==> src/rtl/convolver.sv <==
// Streaming K x K, stride-S 2-D correlation over an N x N raster-order pixel stream.
// Define CONVOLVER_WEIGHT_PORT_EN to take the kernel from the weight1 port; otherwise w[i] = i.
module conv_tap (
  input  logic signed [15:0] w,
  input  logic signed [15:0] a,
  output logic signed [31:0] p
);
  assign p = w * a;
endmodule

module convolver #(
  parameter int N = 4,
  parameter int K = 3,
  parameter int S = 1
) (
  input  logic                clk,
  input  logic                global_rst,
  input  logic                ce,
  input  logic signed [15:0]  activation,
`ifdef CONVOLVER_WEIGHT_PORT_EN
  input  logic [16*K*K-1:0]   weight1,
`endif
  output logic signed [31:0]  conv_op,
  output logic                valid_conv,
  output logic                end_conv
);
  localparam int KK    = K * K;
  localparam int DEPTH = (K - 1) * N + K;
  localparam int CW    = (N > 1) ? $clog2(N) : 1;
  localparam logic [CW-1:0] LAST = CW'(N - 1);

  // lbuf[DEPTH-1] is the newest pixel, so offset r*N+c is window element (r,c)
  logic [DEPTH-1:0][15:0] lbuf;
  logic [CW-1:0]          row, col;
  logic [KK-1:0][15:0]    wgt, tap;
  logic [KK-1:0][31:0]    prod;
  logic [31:0]            acc;
  logic [1:0]             vld_pipe;
  logic [1:0]             end_pipe;
  logic                   win_hit;
  int                     r_off, c_off;

  genvar i;
  generate
    for (i = 0; i < KK; i++) begin : g_tap
      localparam int R = i / K;
      localparam int C = i % K;
      assign tap[i] = lbuf[R*N+C];
`ifdef CONVOLVER_WEIGHT_PORT_EN
      assign wgt[i] = weight1[16*i +: 16];
`else
      assign wgt[i] = 16'(i);
`endif
      conv_tap u_tap (.w(wgt[i]), .a(tap[i]), .p(prod[i]));
    end
  endgenerate

  always_comb begin
    acc = '0;
    for (int j = 0; j < KK; j++) acc = acc + prod[j];
  end

  always_comb begin
    r_off   = int'(row) - (K - 1);
    c_off   = int'(col) - (K - 1);
    win_hit = (r_off >= 0) && (c_off >= 0) && (r_off % S == 0) && (c_off % S == 0);
  end

  assign valid_conv = vld_pipe[1];
  assign end_conv   = end_pipe[1];

  // Stage 0 flags the window completed by the pixel just shifted in; stage 1 registers its sum
  always_ff @(posedge clk) begin
    if (!global_rst) begin
      lbuf     <= '0;
      row      <= '0;
      col      <= '0;
      vld_pipe <= '0;
      end_pipe <= '0;
      conv_op  <= '0;
    end else begin
      vld_pipe[1] <= vld_pipe[0];
      end_pipe[1] <= end_pipe[0];
      if (vld_pipe[0]) conv_op <= acc;
      vld_pipe[0] <= 1'b0;
      end_pipe[0] <= 1'b0;
      if (ce) begin
        lbuf        <= {activation, lbuf[DEPTH-1:1]};
        vld_pipe[0] <= win_hit;
        end_pipe[0] <= win_hit && (row == LAST) && (col == LAST);
        if (col == LAST) begin
          col <= '0;
          row <= (row == LAST) ? '0 : row + 1'b1;
        end else begin
          col <= col + 1'b1;
        end
      end
    end
  end
endmodule

==> config.mk <==
export PLATFORM = sky130hd
export DESIGN_NAME = convolver
export DESIGN_NICKNAME = d
export VERILOG_FILES = /design/src/rtl/convolver.sv
export SDC_FILE = /design/constraint.sdc
export NUM_CORES = 1
export LEC_CHECK = 0
export ABC_CLOCK_PERIOD_IN_PS = 9000
export CAP_MARGIN = 10
export CORE_MARGIN = 10
export CORE_UTILIZATION = 38
export DETAILED_ROUTE_END_ITERATION = 10
export MAX_ROUTING_LAYER = met4
export PLACE_DENSITY = 0.63
export SLEW_MARGIN = 5
export SYNTH_ARGS = -nofsm -noshare
export SYNTH_HDL_FRONTEND = slang
export SYNTH_SLANG_ARGS = --single-unit
==> constraint.sdc <==
create_clock -name clk -period 9 [get_ports clk]
set_clock_uncertainty 0.2 [all_clocks]
set_input_delay 2.25 -clock clk [delete_from_list [all_inputs] [get_ports clk]]
set_output_delay 2.25 -clock clk [all_outputs]
set_load 0.02 [all_outputs]
==> impl_metrics.py, run 1 <==
metrics = {
    "logic_synthesis": {
        "async_reset_ff_frac": 0,
        "syn_nets": 1941,
        "yosysWarningCount": 0,
        "yosys.area_share.simple": 0.108,
        "ys.flop_type": "dfxtp_1",
        "synth.most_common_cell": "inv_1",
        "yosys.cell_types.count": 66,
        "synth_top_family_by_area": "adder cells",
        "synthTopCellsByArea": "dfxtp_1 26%, fa_1 15%, ha_1 13%",
        "synth-edff-count": 0,
        "synthMuxAreaShare": 0.114,
        "synth-compound-area-share": 0.116,
        "synthAdderAreaFrac": 0.283,
        "synth_xor_area_frac": 0.0439,
        "yosysTopAreaCellShare": 0.264,
        "synth.largest_area_cell": "dfxtp_1",
        "netlist_area_um2": 15200,
        "yosysSeqAreaShare": 0.264,
        "synth_common_cells": "243 x inv_1, 232 x nor2_1, 200 x dfxtp_1, 172 x mux2i_1, 162 x ha_1",
        "ys_seq_elements": 200,
        "syn-mean-instance-area_um2": 9.20,
        "syn_inst": 1647,
    },
    "timing": {
        "slew_headroom": 0.370,
        "hold-worst-slack_ns": 0.254,
        "period_needed_ns": 7.22,
        "worst_pin_slew_ns": 0.945,
        "layout_setup_ws_ns": 1.78,
        "period_share": 0.802,
        "final_max_slew_viol_count": 0,
        "setup_viol": 0,
        "rsz0062_at_grt": "no",
        "max_freq_ghz": 0.138,
        "finalHoldViolCount": 0,
        "fin_tns_setup_ns": 0,
    },
    "worst_setup_path": {
        "crit_slowest_cell": "o31ai_1",
        "worst_r2r_endpoint": "conv_op[19]",
        "cp-start-kind": "flip-flop",
        "worstSetupPathType": "reg -> reg",
        "slowest_delay_ns": 0.60,
        "crit_path_end_kind": "flip-flop",
        "r2r-start": "lbuf[97]",
        "r2r_slack_ns": 1.78,
        "critical_path.max_fanout": 5,
        "arrival_ns": 7.38,
        "rr_worst_depth": 25,
        "cpMostUsedCell": "fa_1",
        "cp.required_ns": 9.16,
    },
    "global_routing": {
        "gr-total-overflow": 0,
        "grt.total_usage": 0.148,
        "grt_pass1_wl_um": 55600,
        "grt_pass1_vias": 10791,
        "antenna_found_initial": 0,
        "grt_max_degree": 111,
    },
    "layout": {
        "antennaDiodeCount": 0,
        "multi_input_area_um2": 10100,
        "fin_cells": 2215,
        "num-nets-final": 1971,
        "drive_gt1_frac": 0.0343,
        "final_core_util": 0.425,
        "fillers": 3862,
        "regArea_um2": 4000,
        "syn2layout_area_growth_pct": 11.0,
    },
    "detailed_routing": {
        "drc": 0,
        "drt_iter0_markers": 754,
        "routed_wl_um": 33200,
        "dr.pass1.iters": 5,
        "via_count": 10970,
        "routed_via_density": 4.95,
        "wl_per_cell_um": 15.0,
        "ant_nets": 0,
    },
    "hold_path": {
        "whs_path_depth": 1,
        "hp-start": "end_pipe[0]",
        "holdCritPathClass": "reg -> reg",
        "min_to": "end_pipe[1]",
    },
    "floorplan": {
        "dieArea_um2": 48300,
        "initial_core_util": 0.383,
        "core_area_um2": 39500,
        "ios": 53,
        "die_h_um": 220,
        "row_count": 73,
        "dieWidth_um": 220,
    },
    "clock_tree": {
        "clock_path_buffers": 2,
        "htreeDepth": 4,
        "clk_latency_ns": 0.48,
        "postCtsHoldBufs": 0,
        "ctsResizeCount": 0,
        "numClockSinks": 200,
        "postCtsSetupBuffers": 0,
        "clkTransAtPathRegs_ns": 0.08,
        "cts_tree": "done",
        "cts_root_buf": "clkbuf_16",
        "numCtsBuffers": 17,
    },
    "place": {
        "dp_slack_ns": 1.80,
        "io_buffers": 52,
        "placed_cells": 2183,
        "gp_congestion": 0.886,
        "dp_hpwl_um": 25800,
    },
    "status": {
        "status": "finished, final reports clean",
    },
    "power_and_ir_drop": {
        "p_per_area_nw_per_um2": 118,
        "p_leak_nw": 8.20,
        "irDropWorstVdd_v": 0.000134,
    },
    "job": {
        "maxCapViolations": 0,
    },
}
==> flip-flops by register name, indices dropped and copies added, names as in the netlist <==
register and flops:
vld_pipe 2, row 2, lbuf 160, col 2, end_pipe 2, conv_op 32
==> through the flow <==
| step | cell area [µm²] | power, W |
|---|---|---|
| floorplan | 15200 | 0.00112 |
| global placement | 16200 | 0.00118 |
| detailed placement | 16200 | 0.00119 |
| CTS | 16800 | 0.00200 |
| global route | 16800 | 0.00207 |
| finish | 16800 | 0.00198 |
==> worst max-delay path by stage <==
stage	from	end	depth (start not counted)
2_1_floorplan	lbuf[65]	conv_op[23]	26
3_3_place_gp	lbuf[66]	conv_op[31]	26
3_5_place_dp	lbuf[65]	conv_op[25]	26
4_1_cts	lbuf[65]	conv_op[27]	26
5_1_grt	lbuf[97]	conv_op[19]	25
6_report	lbuf[97]	conv_op[19]	25
==> metal layers <==
metal | part of all wire | vias up | GRT usage
met4 | 0.014 | 0 | 0.0399
met2 | 0.46 | 155 | 0.232
met5 | 0 | - | -
met1 | 0.49 | 5207 | 0.193
met3 | 0.037 | 23 | 0.0245
li1 | - | 5585 | -
==> cells in the final DEF (no fill, tap or decap), drive strengths merged, types with 3 or more instances in the layout <==
| cell type | n |
|---|---|
| clkdlybuf4s50 | 51 |
| o21bai | 7 |
| a211o | 5 |
| clkinv | 5 |
| a221oi | 4 |
| or3 | 7 |
| a211oi | 16 |
| mux2i | 172 |
| clkbuf | 17 |
| nand2b | 11 |
| a2111oi | 4 |
| o21ai | 54 |
| o31ai | 11 |
| xnor2 | 46 |
| o21a | 17 |
| or2 | 3 |
| o31a | 3 |
| nand2 | 43 |
| nor2b | 12 |
| and2 | 10 |
| fa | 113 |
| nand3 | 17 |
| xor2 | 30 |
| a21o | 27 |
| nor3 | 21 |
| o211ai | 7 |
| a41oi | 3 |
| buf | 5 |
| and3 | 9 |
| nand4 | 5 |
| a31oi | 11 |
| a311oi | 4 |
| inv | 249 |
| a21oi | 69 |
| dfxtp | 200 |
| ha | 162 |
| nor2 | 233 |
==> report_power, final <==
group	switching (W)	internal [W]
logic	0.000153	0.000105
registers	0.0000126	0.000894
clock network	0.000392	0.000422
total	0.000558	0.00142
==> final cells by class <==
type	instances	share of cell area
Clock buffer	17	0.0253
Clock inverter	15	0.0112
Inverter	243	0.0545
Multi-Input combinational cell	1159	0.599
Sequential cell	200	0.238
Tap cell	525	0.0391
Timing Repair Buffer	56	0.0330
==> logic make-up after synthesis <==
logic type | count (synthesis)
AND/OR/NAND/NOR | 377
AO/OA/AOI/OAI | 259
buffers and inverters | 288
adder cells (fa/ha/maj) | 275
flip-flops | 200
multiplexers | 172
XOR/XNOR | 76
==> critical path: cells and delay by family (launching register included) <==
family	cells	cell delay, ns
flops	1	0.35
simple gates	4	0.60
buf+inv	4	0.24
fa+ha+maj	8	3.28
compound gates	7	2.06
xor+xnor	1	0.24
mux	1	0.15
Note: power is estimated with default switching activity, not from simulation.
==> run 2: changes to the inputs <==
ABC_CLOCK_PERIOD_IN_PS = 7400   (was 9000)
clock period = 7.4 ns   (was 9 ns; I/O delays follow)
==> run 2 against run 1 <==
- non-clock buffer count grew 4
- setup slack lost 1.4 ns
- critical path depth is the same
- count of clock-buffer cells in the layout grew 1
- critical path type unchanged
- cell count grew 0.18%
- via count grew 0.63%
- maximum frequency grew 2.2%
- cell area grew 0.28%
==> impl_metrics.py, run 2 (synthesis results as in run 1) <==
metrics = {
    "worst_setup_path": {
        "critical_path.max_fanout": 7,
        "worstSetupPathType": "reg -> reg",
        "cp.required_ns": 7.56,
        "crit_buf_inv": 3,
        "cp-start-kind": "flip-flop",
        "slowest_delay_ns": 0.54,
        "crit_path_end_kind": "flip-flop",
        "crit_family": "adder cells",
        "arrival_ns": 7.23,
        "cpMostUsedCell": "fa_1",
        "crit_slowest_cell": "fa_1",
    },
    "detailed_routing": {
        "drt_iter0_markers": 708,
        "routed_via_density": 4.97,
        "ant_nets": 0,
        "wl_per_cell_um": 14.9,
        "drc": 0,
        "routed_wl_um": 33100,
        "dr.pass1.iters": 5,
        "via_count": 11039,
    },
    "floorplan": {
        "dieWidth_um": 220,
        "initial_core_util": 0.383,
        "row_count": 73,
        "ios": 53,
        "die_h_um": 220,
        "dieArea_um2": 48300,
        "core_area_um2": 39500,
    },
    "place": {
        "dpl-instance-area_um2": 16200,
        "io_buffers": 52,
        "dp_hpwl_um": 25900,
        "gp_congestion": 0.878,
    },
    "global_routing": {
        "grt_max_degree": 89,
        "antenna_found_initial": 0,
        "gr-total-overflow": 0,
        "grt_pass1_vias": 11180,
        "grt.total_usage": 0.148,
        "grt_pass1_wl_um": 56100,
    },
    "status": {
        "status": "finished, final reports clean",
    },
    "timing": {
        "worst_pin_slew_ns": 0.919,
        "setup_viol": 0,
        "final_max_slew_viol_count": 0,
        "fin_tns_setup_ns": 0,
        "period_share": 0.955,
        "slew_headroom": 0.385,
        "rsz0062_at_grt": "no",
        "max_freq_ghz": 0.141,
        "period_needed_ns": 7.07,
        "finalHoldViolCount": 0,
    },
    "clock_tree": {
        "numCtsBuffers": 17,
        "clk_latency_ns": 0.47,
        "clkTransAtPathRegs_ns": 0.08,
        "cts_tree": "done",
        "numClockSinks": 200,
        "cts_root_buf": "clkbuf_16",
        "htreeDepth": 4,
        "clock_path_buffers": 2,
    },
    "layout": {
        "final_cell_mix": "242 x inv_1, 232 x nor2_1, 200 x dfxtp_1",
        "layout.cells.most_common": "inv_1",
        "syn2layout_area_growth_pct": 11.3,
        "final_area_um2": 16900,
        "reg_top3": "lbuf: 160 flops, conv_op: 32 flops",
        "num-nets-final": 1975,
        "fillers": 3829,
        "regMostFlops": "lbuf",
        "antennaDiodeCount": 0,
        "largest_reg_flops": 160,
        "drive_gt1_frac": 0.0396,
    },
    "hold_path": {
        "holdCritPathClass": "reg -> reg",
    },
    "job": {
        "maxCapViolations": 0,
    },
    "power_and_ir_drop": {
        "p_per_area_nw_per_um2": 141,
        "irDropWorstVdd_v": 0.000165,
        "p_leak_nw": 8.22,
    },
}
==> run 2: changes by cell type in the layout (fill, tap and decap cells not counted), moves of 2 or more <==
cell	before	now
buf_4	4	8
clkinv_4	3	1
o21ai_0	49	47
inv_8	5	3
==> run 2: final cells by class <==
cell class	count	area (µm²)	share of cell area
tap	525	657	0.0389
timing repair buffer	60	586	0.0347
clock inverter	14	169	0.0100
multi-input combinational	1159	10100	0.599
inverter	243	917	0.0544
clock buffer	18	429	0.0254
sequential	200	4000	0.237
==> run 2: worst register-to-register path, cell delays in order (launching register included) <==
cell       delay [ns]
dfxtp_1          0.35
ha_1             0.29
ha_1             0.17
inv_1            0.06
fa_1             0.40
nor2b_1          0.13
o21ai_1          0.11
a21bo_2          0.24
a21oi_1          0.24
a41o_1           0.27
nor3_1           0.06
a2111oi_1        0.38
fa_1             0.51
fa_1             0.47
fa_1             0.54
inv_1            0.05
fa_1             0.53
inv_1            0.04
ha_1             0.40
nand3_1          0.16
nor2_1           0.22
nand2_1          0.11
a2111oi_0        0.54
a21oi_1          0.12
mux2i_1          0.15
a31o_2           0.21
==> run 2: routing by layer <==
metal | vias up | part of all wire | track usage
li1 | 5571 | - | -
met4 | 0 | 0.017 | 0.0429
met1 | 5271 | 0.49 | 0.193
met2 | 160 | 0.46 | 0.233
met3 | 37 | 0.035 | 0.0245
met5 | - | 0 | -
==> run 2: final timing paths <==
path | to | cells past startpoint | startpoint | slack [ns]
max reg2reg | conv_op[19] | 25 | lbuf[129] | 0.33
min | end_pipe[1] | 1 | end_pipe[0] | 0.25
min reg2reg | end_pipe[1] | 1 | end_pipe[0] | 0.25
max | conv_op[19] | 25 | lbuf[129] | 0.33
==> run 2: report_power, final <==
group          internal [W]  total, W  leakage, nW  switching (W)
clock network      0.000508  0.000966        0.285       0.000457
logic              0.000129  0.000317         6.31       0.000189
registers           0.00109   0.00110         1.62      0.0000158
==> run 2: per-stage QoR <==
stage                util  hold WS, ns  setup WS, ns  total power [W]  instances
finish              0.426        0.251         0.330          0.00239       2219
CTS                 0.425        0.253         0.257          0.00242       2218
detailed placement  0.410        0.224         0.299          0.00145       2186
global route        0.426        0.280       0.00876          0.00250       2219
floorplan               -        0.212          1.01          0.00137       1647
global placement    0.410        0.229         0.361          0.00144       2186
==> run 2: what timing repair did <==
action,CTS,global route
endpoints found under the setup margin,0,10
hold buffers,0,0
setup buffers,0,1
gates resized for setup,0,9
